===== config.mk =====
export PLATFORM = sky130hd
export DESIGN_NAME = cache_ctrl_assoc
export DESIGN_NICKNAME = d
export VERILOG_FILES = /design/src/rtl/cache_ctrl_pkg.sv /design/src/rtl/cache_victim_sel.sv /design/src/rtl/cache_ctrl_assoc.sv
export SDC_FILE = /design/constraint.sdc
export NUM_CORES = 1
export LEC_CHECK = 0
export ABC_AREA = 1
export CAP_MARGIN = 10
export CORE_UTILIZATION = 49
export CTS_BUF_LIST = sky130_fd_sc_hd__clkbuf_2
export DETAILED_ROUTE_END_ITERATION = 6
export HOLD_SLACK_MARGIN = 0.12
export PLACE_DENSITY_LB_ADDON = 0.08
export SLEW_MARGIN = 20
export SYNTH_ARGS = -nofsm -noshare
export SYNTH_HDL_FRONTEND = slang
export SYNTH_SLANG_ARGS = --single-unit

===== constraint.sdc =====
create_clock -name clk -period 1.9 [get_ports clk]
set_clock_uncertainty 0.05 [all_clocks]
set_input_delay 0.38 -clock clk [delete_from_list [all_inputs] [get_ports clk]]
set_output_delay 0.38 -clock clk [all_outputs]
set_load 0.03 [all_outputs]

===== src/rtl/cache_ctrl_pkg.sv =====
// Shared types and helpers for the set-associative cache controller.
// Holds the FSM state encoding, request-type constants and the lowest-set-bit helper.
package cache_ctrl_pkg;

    localparam int unsigned MAX_WAYS = 32;

    localparam logic REQ_READ  = 1'b0;
    localparam logic REQ_WRITE = 1'b1;

    typedef enum logic [2:0] {
        StIdle,
        StCompare,
        StWriteBack,
        StAllocate,
        StRefillDone,
        StWrAround
    } state_t;

    // Index of the lowest set bit; 0 when the vector is empty.
    function automatic int unsigned onehot_lowest_idx(input logic [MAX_WAYS-1:0] vec);
        int unsigned idx;
        idx = 0;
        for (int i = MAX_WAYS - 1; i >= 0; i--) begin
            if (vec[i]) begin
                idx = i;
            end
        end
        return idx;
    endfunction

endpackage


===== src/rtl/cache_victim_sel.sv =====
// Victim way selection: the lowest-index invalid way wins, otherwise the round-robin pointer.
// Purely combinational; from_rr_o tells the controller whether to advance the pointer later.
module cache_victim_sel #(
    parameter int unsigned NUM_WAYS = 4,
    localparam int unsigned WAY_W = $clog2(NUM_WAYS)
) (
    input  logic [NUM_WAYS-1:0] valid_vec_i,
    input  logic [WAY_W-1:0]    rr_ptr_i,
    output logic [WAY_W-1:0]    victim_o,
    output logic                from_rr_o
);

    always_comb begin
        victim_o  = rr_ptr_i;
        from_rr_o = 1'b1;
        for (int i = NUM_WAYS - 1; i >= 0; i--) begin
            if (!valid_vec_i[i]) begin
                victim_o  = WAY_W'(i);
                from_rr_o = 1'b0;
            end
        end
    end

endmodule


===== src/rtl/cache_ctrl_assoc.sv =====
// Controller FSM for an N-way set-associative cache with multi-beat lines.
// Handles hit/miss decode, victim write-back and refill bursts, and write-around misses.
module cache_ctrl_assoc
    import cache_ctrl_pkg::*;
#(
    parameter int unsigned NUM_WAYS    = 4,
    parameter int unsigned BEATS       = 4,
    parameter bit          WRITE_ALLOC = 1'b1,
    localparam int unsigned WAY_W  = $clog2(NUM_WAYS),
    localparam int unsigned BEAT_W = (BEATS > 1) ? $clog2(BEATS) : 1
) (
    input  logic                clk,
    input  logic                rst,
    input  logic                req_valid,
    input  logic                req_type,
    output logic                req_ready,
    input  logic [NUM_WAYS-1:0] hit_vec,
    input  logic [NUM_WAYS-1:0] valid_vec,
    input  logic [NUM_WAYS-1:0] dirty_vec,
    input  logic                mem_ready,
    output logic                read_en_mem,
    output logic                write_en_mem,
    output logic                read_en_cache,
    output logic                write_en_cache,
    output logic [WAY_W-1:0]    cache_way,
    output logic [BEAT_W-1:0]   beat_idx,
    output logic                refill,
    output logic                done_cache
);

    localparam logic [BEAT_W-1:0] LAST_BEAT = BEAT_W'(BEATS - 1);

    state_t              state_q, state_d;
    logic [BEAT_W-1:0]   beat_cnt_q, beat_cnt_d;
    logic [WAY_W-1:0]    rr_ptr_q, rr_ptr_d;
    logic [WAY_W-1:0]    victim_q, victim_d;
    logic                victim_rr_q, victim_rr_d;
    logic                req_type_q, req_type_d;

    logic [WAY_W-1:0]    sel_victim;
    logic                sel_from_rr;
    logic                hit;
    logic                last_beat;

    cache_victim_sel #(
        .NUM_WAYS (NUM_WAYS)
    ) u_victim_sel (
        .valid_vec_i (valid_vec),
        .rr_ptr_i    (rr_ptr_q),
        .victim_o    (sel_victim),
        .from_rr_o   (sel_from_rr)
    );

    assign hit       = |hit_vec;
    assign last_beat = (beat_cnt_q == LAST_BEAT);

    always_comb begin
        state_d        = state_q;
        beat_cnt_d     = beat_cnt_q;
        rr_ptr_d       = rr_ptr_q;
        victim_d       = victim_q;
        victim_rr_d    = victim_rr_q;
        req_type_d     = req_type_q;

        req_ready      = 1'b0;
        read_en_mem    = 1'b0;
        write_en_mem   = 1'b0;
        read_en_cache  = 1'b0;
        write_en_cache = 1'b0;
        refill         = 1'b0;
        done_cache     = 1'b0;
        cache_way      = victim_q;
        beat_idx       = beat_cnt_q;

        unique case (state_q)
            StIdle: begin
                req_ready = 1'b1;
                if (req_valid) begin
                    req_type_d = req_type;
                    state_d    = StCompare;
                end
            end

            StCompare: begin
                if (hit) begin
                    done_cache     = 1'b1;
                    cache_way      = WAY_W'(onehot_lowest_idx(MAX_WAYS'(hit_vec)));
                    write_en_cache = (req_type_q == REQ_WRITE);
                    read_en_cache  = (req_type_q == REQ_READ);
                    state_d        = StIdle;
                end else if ((req_type_q == REQ_WRITE) && !WRITE_ALLOC) begin
                    state_d = StWrAround;
                end else begin
                    victim_d    = sel_victim;
                    victim_rr_d = sel_from_rr;
                    beat_cnt_d  = '0;
                    // An invalid victim is never written back even if its dirty bit is stale.
                    state_d = (valid_vec[sel_victim] && dirty_vec[sel_victim]) ?
                              StWriteBack : StAllocate;
                end
            end

            StWriteBack: begin
                write_en_mem  = 1'b1;
                read_en_cache = 1'b1;
                if (mem_ready) begin
                    beat_cnt_d = beat_cnt_q + BEAT_W'(1);
                    if (last_beat) begin
                        beat_cnt_d = '0;
                        state_d    = StAllocate;
                    end
                end
            end

            StAllocate: begin
                read_en_mem    = 1'b1;
                write_en_cache = mem_ready;
                if (mem_ready) begin
                    beat_cnt_d = beat_cnt_q + BEAT_W'(1);
                    if (last_beat) begin
                        beat_cnt_d = '0;
                        state_d    = StRefillDone;
                    end
                end
            end

            StRefillDone: begin
                refill = 1'b1;
                if (victim_rr_q) begin
                    rr_ptr_d = rr_ptr_q + WAY_W'(1);
                end
                state_d = StCompare;
            end

            StWrAround: begin
                write_en_mem = 1'b1;
                beat_idx     = '0;
                if (mem_ready) begin
                    done_cache = 1'b1;
                    state_d    = StIdle;
                end
            end

            default: begin
                state_d = StIdle;
            end
        endcase
    end

    always_ff @(posedge clk or posedge rst) begin
        if (rst) begin
            state_q     <= StIdle;
            beat_cnt_q  <= '0;
            rr_ptr_q    <= '0;
            victim_q    <= '0;
            victim_rr_q <= 1'b0;
            req_type_q  <= 1'b0;
        end else begin
            state_q     <= state_d;
            beat_cnt_q  <= beat_cnt_d;
            rr_ptr_q    <= rr_ptr_d;
            victim_q    <= victim_d;
            victim_rr_q <= victim_rr_d;
            req_type_q  <= req_type_d;
        end
    end

endmodule


After elaboration in Yosys (flattened, before gate mapping) --
Cells that the tools add are included.
Operators by class: $add $sub $neg 2, order comparisons 1, eq/ne operators 14, muxes and demuxes 43, bitwise operators 2, reduce and logical (&&, ||, !) cells 11
Operators with widths (count):
- 2-bit 2-to-1 mux | 15
- 3-bit 2-to-1 mux | 6
- 3-bit case mux with 6 select lines | 1
- 1-bit 2-to-1 mux | 15
- 2-bit inequality test (second input constant) | 7
- 3-bit by 2-bit equality test with 1-bit output (second input constant) | 2
- 3-bit equality test (second input constant) | 2
- 1-bit case mux with 2 select lines | 3
- 2-bit AND reduction | 3
- 6-bit AND reduction | 1
- 2-bit by 1-bit adder with 2-bit output (second input constant) | 2
- 1-bit binary-select mux with 2-bit select | 2
- 2-bit case mux with 2 select lines | 1
- 2-bit OR reduction | 2
- 4-bit OR reduction | 1
- 3-bit by 1-bit equality test with 1-bit output (second input constant) | 1
- 3-bit logical NOT | 1
- 2-bit by 3-bit less-than comparator with 1-bit output (second input constant) | 1
- 3-bit AND reduction | 1
- 2-bit equality test (second input constant) | 1
- 2-bit by 1-bit inequality test with 1-bit output (second input constant) | 1
- 1-bit NOT | 2
- 2-bit nonzero test | 1
- 1-bit logical AND | 1
Word-level totals: flip-flop bits (word level) 11, input bits 17, output and inout bits 11, word-level logic and storage cells 79

Logic depth before layout (Yosys ltp) --
Gate-level depths: netlist of run 1.
depth in word-level cells 10, depth in mapped cells 8, depth with buffers taken out 8

Cells and area by module --
From an unflattened synthesis of run 1, not the netlist that was laid out.
Unflattened totals: cells, all modules 112, area, all modules 774.5 um^2
By module, submodules not included:
- cache_ctrl_assoc | times used 1, cells an instance 102, area an instance 732.0 um^2, seq. area each 275.3 um^2
- cache_victim_sel | times used 1, cells an instance 10, area an instance 42.5 um^2, seq. area each 0.0 um^2

Worst setup path after synthesis of run 1 --
No wires, ideal clock.
path type register -> output, start point reg state_q[2], end point out write_en_cache, arrival 1568 ps, required time 1470 ps, slack -98 ps, stages on the path, launching flop included 6, buffers on the path 0, cell sequence dfrtp_1 > nor2_4 > inv_2 > nor2_2 > inv_1 > o22ai_1
On the way: word-level cells in the longest chain between the ends 2, elaborated cells between the ends (all ways) 3, classes of those cells eq/ne: 2; mux: 1
Ends and longest elaborated chain:
- start, declared | RTL line cache_ctrl_assoc.sv:33 | state_t state_q, state_d;
- start signal, assigned | RTL line cache_ctrl_assoc.sv:152 | state_q <= StIdle;
- start signal, assigned | RTL line cache_ctrl_assoc.sv:159 | state_q <= state_d;
- 3-bit by 2-bit equality test with 1-bit output or 3-bit by 1-bit equality test with 1-bit output (tied branches) | RTL line cache_ctrl_assoc.sv:75 | unique case (state_q)
- 1-bit case mux with 2 select lines (*) | RTL line cache_ctrl_assoc.sv:75
- end, declared | RTL line cache_ctrl_assoc.sv:24 | output logic write_en_cache,
Every way passes the cells marked *; elsewhere a longest branch is shown, timed or not.

Final worst setup path of run 1 --
start point reg state_q[0], end point out write_en_cache
The elaborated chain is that of the path after synthesis.

==> results of run 1 <==
synthesized netlist by cell type (all sizes together) (2+ instances only):
cell type	count
nor2	18
nand4	2
xor2	2
dfrtp	11
o21ai	10
nand3	6
a21oi	4
inv	17
nand2	30
power breakdown:
part	switching, W	leakage [nW]	internal, W
Clock	0.0000797	0.0166	0.0000558
Sequential	0.0000655	0.139	0.000325
Combinational	0.000939	0.464	0.000611
path summary, 6_finish.rpt:
path / from / end / slack [ps] / cells after the start
worst max-delay path: state_q[0]$_DFFE_PP0P_ / write_en_cache / -30 / 6
worst min-delay path: rst / state_q[0]$_DFFE_PP0P_ / 340 / 2
worst max register to register: state_q[1]$_DFFE_PP0P_ / rr_ptr_q[1]$_DFFE_PP0P_ / 430 / 8
worst min register to register: beat_cnt_q[1]$_DFFE_PP0P_ / beat_cnt_q[1]$_DFFE_PP0P_ / 490 / 2
max in group asynchronous: rst / state_q[1]$_DFFE_PP0P_ / 1160 / 2
min in group clk: beat_cnt_q[1]$_DFFE_PP0P_ / beat_cnt_q[1]$_DFFE_PP0P_ / 490 / 2
registers in the layout (all words and copies together), names as in the netlist:
register	cells
victim_rr_q	1
victim_q	2
beat_cnt_q	2
rr_ptr_q	2
req_type_q	1
state_q	3
per-stage QoR:
step / area, sq um / setup slack [ps] / hold slack (ps) / instances / total power [W]
2_1_floorplan: 776 / 4.83 / 182 / 107 / 0.00125
3_3_place_gp: 1060 / -49.1 / 453 / 152 / 0.00162
3_5_place_dp: 1060 / -88.9 / 468 / 152 / 0.00164
4_1_cts: 1120 / -16.8 / 364 / 158 / 0.00184
5_1_grt: 1200 / -127 / 388 / 164 / 0.00220
6_report: 1200 / -31.3 / 338 / 164 / 0.00208
timing repair:
| item | 4_1_cts | 5_1_grt |
|---|---|---|
| buffers inserted | 2 | 6 |
| gates resized for setup | 10 | 18 |
| pin swaps | 3 | 8 |
| endpoints found under the setup margin | 7 | 7 |
layout make-up:
type | instances | area [sq um] | area share [%]
Multi-Input combinational cell | 78 | 458 | 38.2
Timing Repair Buffer | 39 | 357 | 29.8
Sequential cell | 11 | 275 | 23.0
Inverter | 17 | 68.8 | 5.75
Clock buffer | 4 | 20.0 | 1.67
Tap cell | 15 | 18.8 | 1.57
layout by cell type, fill, tap and decap left out, types with 2 or more instances in the layout:
cell / netlist / routed
a21oi_1: 4 / 4
buf_4: 0 / 16
buf_6: 1 / 5
clkbuf_2: 0 / 6
clkdlybuf4s50_1: 0 / 12
dfrtp_1: 11 / 11
dlymetal6s2s_1: 0 / 4
inv_1: 13 / 13
inv_2: 3 / 3
nand2_1: 28 / 26
nand2_2: 2 / 3
nand3_1: 5 / 5
nand4_1: 2 / 2
nor2_1: 12 / 9
nor2_2: 2 / 5
nor2_4: 4 / 4
o21ai_0: 7 / 4
o21ai_1: 2 / 4
o21ai_2: 1 / 2
xor2_1: 2 / 2
cell families (layout without fill, tap and decap cells):
family,Yosys count,in the layout
buffers and inverters,18,60
AOI/OAI and AO/OA,17,17
adders and majority gates,1,1
DFF,11,11
and+or+nand+nor,58,58
xor gates and xnor gates,2,2
routing by layer:
layer  GRT usage (%)  up-vias  wire length [microns]
li1                -      429                      -
met1            31.8      397                    880
met2            39.7       48                   1200
met3            1.74        6                    134
met4            11.0        0                     42
met5               0        -                      0
==> results.json, run 1 <==
{
  "syn_area_per_cell_sq_um": 7.14,
  "htreeDepth": 1,
  "synth_compound_area_share_pct": 12.6,
  "core_sq_um": 1380,
  "hold_buffers": 0,
  "final.fill_count": 74,
  "dieArea_sq_um": 1720,
  "critPathMostFrequentCell": "buf_6",
  "totalWireLength_mm": 2.26,
  "cp_num_buf_inv": 3,
  "track_usage_pct": 23.9,
  "syn_nets": 125,
  "synthCells": 107,
  "die_h_microns": 41.5,
  "dr.pass1.iters": 4,
  "fmax_mhz": 518,
  "synth_top_family_by_area": "simple AND/OR/NAND/NOR gates",
  "antenna_found_initial": 0,
  "cpLargestDelayFamily": "flip-flops",
  "area_growth_pct": 56.6,
  "synth-simple-area-share_pct": 37.3,
  "nets": 168,
  "yosysSeqAreaShare_pct": 36.0,
  "yosys_warnings": 0,
  "cts_sinks": 11,
  "antenna_cells": 0,
  "globalplace.congestion": 0.811,
  "setup_violations": 2,
  "hold_viol": 0,
  "min_period_ps": 1930,
  "ys.flop_type": "dfrtp_1",
  "period_share_pct": 102,
  "synth_fa_ha_area_share_pct": 1.64,
  "grt_pass1_wl_mm": 3.32,
  "max_stage_delay_ps": 390,
  "drcViolationCount": 0,
  "violations": "negative setup slack",
  "synth_cell_types": 24,
  "cp-start-kind": "flip-flop",
  "yosysTopAreaCellShare_pct": 36.0,
  "status": "finished with violations",
  "synth_edf_count": 0,
  "synth-xor-area-share_pct": 2.29,
  "power.leakage_nw": 0.620,
  "synth-seq-cells": 11,
  "drive_gt1_share_pct": 33.6,
  "min_path_type": "in -> async",
  "netlist_top_cells_area": "dfrtp_1 36%, nand2_1 14%, inv_1 6.4%, nor2_1 5.9%, nor2_4 5.9%",
  "cp_slowest_cell": "dfrtp_1",
  "tightestPinTransition_ps": 421,
  "peakVddDrop_uv": 889,
  "yosys.area.top_type": "dfrtp_1",
  "viasPerCell": 5.37,
  "wl_per_cell_microns": 13.8,
  "clk_latency_ps": 260,
  "netlist_area_sq_um": 764,
  "drv_slew": 0,
  "cap_violations": 0,
  "cts_buffers": 3,
  "start_util_pct": 55.3,
  "num_rows": 13,
  "power_density_nw_per_um2": 1730,
  "cp_max_fo": 7,
  "dr_total_vias": 880,
  "final_core_util_pct": 86.6,
  "grt_pass1_vias": 812,
  "grt_max_degree": 12,
  "cts_tree": "built",
  "cp.arrival_ps": 1500,
  "clk_pin_slew_worst_paths_ps": 120,
  "path_cells": "buf_6, inv_2, nor3_4, nand2_4, o22ai_2, buf_6",
  "hpwlAfterDp_mm": 1.40,
  "clockBufferDepth": 2,
  "synthMuxAreaShare_pct": 0,
  "path_class": "reg -> out",
  "finalSetupTns_ps": -47.0,
  "portBuffers": 27,
  "io_pins": 28,
  "gr-total-overflow": 0,
  "root_buffer": "clkbuf_2",
  "async_flop_share_pct": 100,
  "cp-end-kind": "output port",
  "drtIter0Drc": 23,
  "die_w_microns": 41.5,
  "antenna_left": 0,
  "maxSlewHeadroom_pct": 71.9,
  "fin_ws_ps": -31.3,
  "crit_required_ps": 1470,
  "rsz0062_at_grt": "true"
}
Power figures use the tool's default switching activity.
==> run 2: changes to the inputs <==
--- a/config.mk
+++ b/config.mk
@@ -11,7 +11,7 @@
 export CTS_BUF_LIST = sky130_fd_sc_hd__clkbuf_2
 export DETAILED_ROUTE_END_ITERATION = 6
 export HOLD_SLACK_MARGIN = 0.12
-export PLACE_DENSITY_LB_ADDON = 0.08
+export PLACE_DENSITY = 0.87
 export SLEW_MARGIN = 20
 export SYNTH_ARGS = -nofsm -noshare
 export SYNTH_HDL_FRONTEND = slang
==> results.json, run 2 (synthesis gave the netlist of run 1 again) <==
{
  "status": "finished with violations",
  "violations": "negative setup slack",
  "wl_per_cell_microns": 13.9,
  "tightestPinTransition_ps": 426,
  "drcViolationCount": 0,
  "root_buffer": "clkbuf_2",
  "fmax_mhz": 513,
  "dp.cells": 154,
  "power.leakage_nw": 0.598,
  "use_met3_pct": 3.91,
  "dr_total_vias": 904,
  "regToRegSetupSlack_ps": 180,
  "hold_buffers": 0,
  "cts_tree": "built",
  "clockBufferDepth": 2,
  "largest_reg_flops": 3,
  "crit_required_ps": 1470,
  "hold_viol": 0,
  "io_pins": 28,
  "grt_util_met2_pct": 50.9,
  "setup_violations": 5,
  "start_util_pct": 55.3,
  "fin_ws_ps": -49.4,
  "area_growth_pct": 58.9,
  "drv_slew": 0,
  "reg2reg_from": "state_q[0]$_DFFE_PP0P_",
  "busiest_layer": "met2",
  "finalPower_w": 0.00209,
  "drive_gt1_share_pct": 33.8,
  "period_share_pct": 103,
  "cts_sinks": 11,
  "die_h_microns": 41.5,
  "htreeDepth": 1,
  "antenna_found_initial": 0,
  "cp.arrival_ps": 1520,
  "max_stage_delay_ps": 380,
  "rsz0062_at_grt": "true",
  "path_cells": "buf_6, inv_4, nor3_4, nand2_4, o22ai_2, buf_6",
  "fin_cells": 166,
  "grt_pass1_vias": 864,
  "core_sq_um": 1380,
  "maxSlewHeadroom_pct": 71.6,
  "regMostFlops": "state_q",
  "dr.pass1.iters": 4,
  "layout_commonest_cell": "nand2_1",
  "globalplace.congestion": 0.809,
  "gr-total-overflow": 0,
  "cap_violations": 0,
  "cp_slowest_cell": "dfrtp_1",
  "path_class": "reg -> out",
  "cp_max_fo": 5,
  "totalWireLength_mm": 2.31,
  "cp-start-kind": "flip-flop",
  "clk_latency_ps": 270,
  "critPathMostFrequentCell": "buf_6",
  "clk_pin_slew_worst_paths_ps": 110,
  "r2r-end": "beat_cnt_q[0]$_DFFE_PP0P_",
  "final_cell_mix": "26 x nand2_1, 19 x buf_4, 16 x clkdlybuf4s50_1, 13 x inv_1, 11 x dfrtp_1",
  "min_period_ps": 1950,
  "peakVddDrop_uv": 1090,
  "die_w_microns": 41.5,
  "antenna_left": 0,
  "viasPerCell": 5.45,
  "cp-end-kind": "output port",
  "grt_pass1_wl_mm": 3.86,
  "track_usage_pct": 28.1,
  "nets": 170,
  "hpwlAfterDp_mm": 1.63,
  "dieArea_sq_um": 1720,
  "antenna_cells": 0,
  "gr-usage-met1_pct": 34.4,
  "drtIter0Drc": 27,
  "grt_max_degree": 12,
  "cts_buffers": 3,
  "power_density_nw_per_um2": 1720,
  "num_rows": 13,
  "portBuffers": 27,
  "min_path_type": "in -> async",
  "reg2regPathDepth": 10
}
[run 2: worst max-delay path by stage]
stage | cells past startpoint | slack, ps | to | from
floorplan | 3 | 5 | read_en_cache | state_q[2]$_DFFE_PP0P_
global placement | 6 | -70 | read_en_cache | hit_vec[2]
detailed placement | 7 | -90 | cache_way[0] | hit_vec[0]
CTS | 7 | -40 | cache_way[0] | hit_vec[2]
global route | 6 | -120 | write_en_cache | state_q[0]$_DFFE_PP0P_
finish | 6 | -50 | write_en_cache | state_q[0]$_DFFE_PP0P_
[run 2: final cells by class]
type | instances | area [sq um]
inverters | 17 | 68.8
flip-flops and latches | 11 | 275
fillers | 77 | 168
well taps | 15 | 18.8
repair buffers | 41 | 365
multi-input cells | 78 | 467
clock buffers | 4 | 20.0
[run 2: metrics by stage]
step | utilization [%] | area (sq um) | TNS [ps] | setup slack, ps | hold slack [ps]
after floorplan | - | 776 | 0 | 4.83 | 182
after global placement | 77.8 | 1080 | -188 | -72.9 | 456
after detailed placement | 77.8 | 1080 | -260 | -89.2 | 471
after CTS | 82.8 | 1140 | -62.8 | -39.5 | 367
after global routing | 87.9 | 1210 | -668 | -117 | 404
final | 87.9 | 1210 | -175 | -49.4 | 343
[run 2: power breakdown]
part           internal [W]  switching [W]  total (W)
Sequential         0.000325      0.0000613   0.000386
Combinational      0.000617       0.000951    0.00157
Clock             0.0000558      0.0000828   0.000139
[run 2: repair_timing]
item	CTS	global route
endpoints found under the setup margin	8	8
pin swaps	4	6
resized for setup	8	12
setup buffers	4	4
[run 2: critical path, delay by kind of cell, from the launching register on]
kind / cells / cell delay [ps]
buf+inv: 3 / 330
flops: 1 / 380
simple gates: 2 / 360
compound gates: 1 / 170
[run 2: layer usage]
| layer | wire [microns] | share of wire (%) |
|---|---|---|
| met1 | 933 | 40 |
| met2 | 1220 | 53 |
| met3 | 93 | 4.0 |
| met4 | 70 | 3.0 |
| met5 | 0 | 0 |
==> run 3: changes to the inputs <==
--- a/config.mk
+++ b/config.mk
@@ -12,6 +12,7 @@
 export DETAILED_ROUTE_END_ITERATION = 6
 export HOLD_SLACK_MARGIN = 0.12
 export PLACE_DENSITY = 0.87
+export SKIP_CTS_REPAIR_TIMING = 1
 export SLEW_MARGIN = 20
 export SYNTH_ARGS = -nofsm -noshare
 export SYNTH_HDL_FRONTEND = slang
==> results.json, run 3 (synthesis gave the netlist of run 1 again) <==
{
  "drtIter0Drc": 34,
  "clockBufferDepth": 2,
  "cpLargestDelayFamily": "flip-flops",
  "nets": 170,
  "grt_pass1_wl_mm": 3.59,
  "dieArea_sq_um": 1720,
  "cp_num_buf_inv": 2,
  "antenna_left": 0,
  "die_w_microns": 41.5,
  "gr-total-overflow": 0,
  "fin_ws_ps": -72.6,
  "final.fill_count": 67,
  "antenna_found_initial": 0,
  "antenna_cells": 0,
  "clk_latency_ps": 260,
  "viasPerCell": 5.60,
  "min_path_type": "in -> async",
  "tightestPinTransition_ps": 433,
  "grt_max_degree": 12,
  "cp-start-kind": "flip-flop",
  "largest_reg_flops": 3,
  "hpwlAfterDp_mm": 1.63,
  "drcViolationCount": 0,
  "dr_total_vias": 930,
  "final_core_util_pct": 90.2,
  "peakVddDrop_uv": 1100,
  "maxSlewHeadroom_pct": 71.1,
  "max_stage_delay_ps": 420,
  "cts_tree": "built",
  "cts_buffers": 3,
  "start_util_pct": 55.3,
  "min_period_ps": 1970,
  "clk_pin_slew_worst_paths_ps": 110,
  "drv_slew": 0,
  "cp.arrival_ps": 1540,
  "htreeDepth": 1,
  "power_density_nw_per_um2": 1710,
  "totalWireLength_mm": 2.39,
  "io_pins": 28,
  "hold_viol": 0,
  "grt_pass1_vias": 832,
  "die_h_microns": 41.5,
  "cts_sinks": 11,
  "period_share_pct": 104,
  "dr.pass1.iters": 4,
  "cp-end-kind": "output port",
  "status": "finished with violations",
  "track_usage_pct": 26.1,
  "fmax_mhz": 507,
  "power.leakage_nw": 0.630,
  "area_growth_pct": 63.2,
  "setup_violations": 4,
  "drive_gt1_share_pct": 35.8,
  "globalplace.congestion": 0.809,
  "cp_slowest_cell": "dfrtp_1",
  "path_class": "reg -> out",
  "path_cells": "buf_6, nor3_4, nand2_4, o21ai_1, buf_4",
  "rsz0062_at_grt": "true",
  "final_cell_mix": "26 x nand2_1, 16 x buf_4, 14 x clkdlybuf4s50_1, 12 x inv_1, 11 x dfrtp_1",
  "root_buffer": "clkbuf_2",
  "num_rows": 13,
  "portBuffers": 27,
  "cap_violations": 0,
  "cp_max_fo": 5,
  "core_sq_um": 1380,
  "layout_commonest_cell": "nand2_1",
  "finalPower_w": 0.00213,
  "regMostFlops": "state_q",
  "wl_per_cell_microns": 14.4,
  "crit_required_ps": 1470,
  "violations": "negative setup slack"
}
run 3: cell count changes in the layout (fill, tap and decap cells not counted), moves of 2 or more:
cell	before	now
buf_6	4	7
dlygate4sd2_1	2	0
inv_4	2	0
clkdlybuf4s50_1	16	14
dlymetal6s2s_1	0	3
buf_4	19	16
inv_2	2	4
run 3: path summary, 6_finish.rpt:
path	start	end	slack, ps	depth (start not counted)
min in group clk	beat_cnt_q[1]$_DFFE_PP0P_	beat_cnt_q[1]$_DFFE_PP0P_	490	2
worst min-delay path	rst	beat_cnt_q[1]$_DFFE_PP0P_	350	2
worst min register to register	beat_cnt_q[1]$_DFFE_PP0P_	beat_cnt_q[1]$_DFFE_PP0P_	490	2
worst max register to register	state_q[1]$_DFFE_PP0P_	beat_cnt_q[0]$_DFFE_PP0P_	410	7
max in group asynchronous	rst	victim_q[1]$_DFFE_PP0P_	1150	2
worst max-delay path	state_q[1]$_DFFE_PP0P_	read_en_cache	-70	5
run 3: stage by stage:
stage	cells	setup slack (ps)	instance area (sq um)	setup TNS, ps	hold WS [ps]
finish	166	-72.6	1250	-175	350
global route	166	-120	1250	-489	404
CTS	158	-167	1100	-712	367
detailed placement	154	-89.2	1080	-260	471
global placement	154	-72.9	1080	-188	456
floorplan	107	4.83	776	0	182
run 3: layout make-up:
type	instances	area [sq um]	area share [%]
Multi-Input combinational cell	78	483	38.7
Timing Repair Buffer	41	382	30.6
Sequential cell	11	275	22.1
Inverter	17	68.8	5.52
Clock buffer	4	20.0	1.60
Tap cell	15	18.8	1.50
run 3: power by group:
| group | internal, W | switching (W) | leakage (nW) |
|---|---|---|---|
| logic | 0.000641 | 0.000964 | 0.474 |
| clock network | 0.0000559 | 0.0000825 | 0.0166 |
| registers | 0.000325 | 0.0000663 | 0.139 |
| total | 0.00102 | 0.00111 | 0.630 |
run 3: per-layer routing:
| layer | up-vias | share of wire, % | wire (microns) | track usage, % |
|---|---|---|---|---|
| li1 | 435 | - | - | - |
| met1 | 435 | 39 | 922 | 31.7 |
| met2 | 49 | 53 | 1270 | 46.9 |
| met3 | 11 | 5.3 | 127 | 3.91 |
| met4 | 0 | 2.6 | 63 | 8.39 |
| met5 | - | 0 | 0 | 0 |
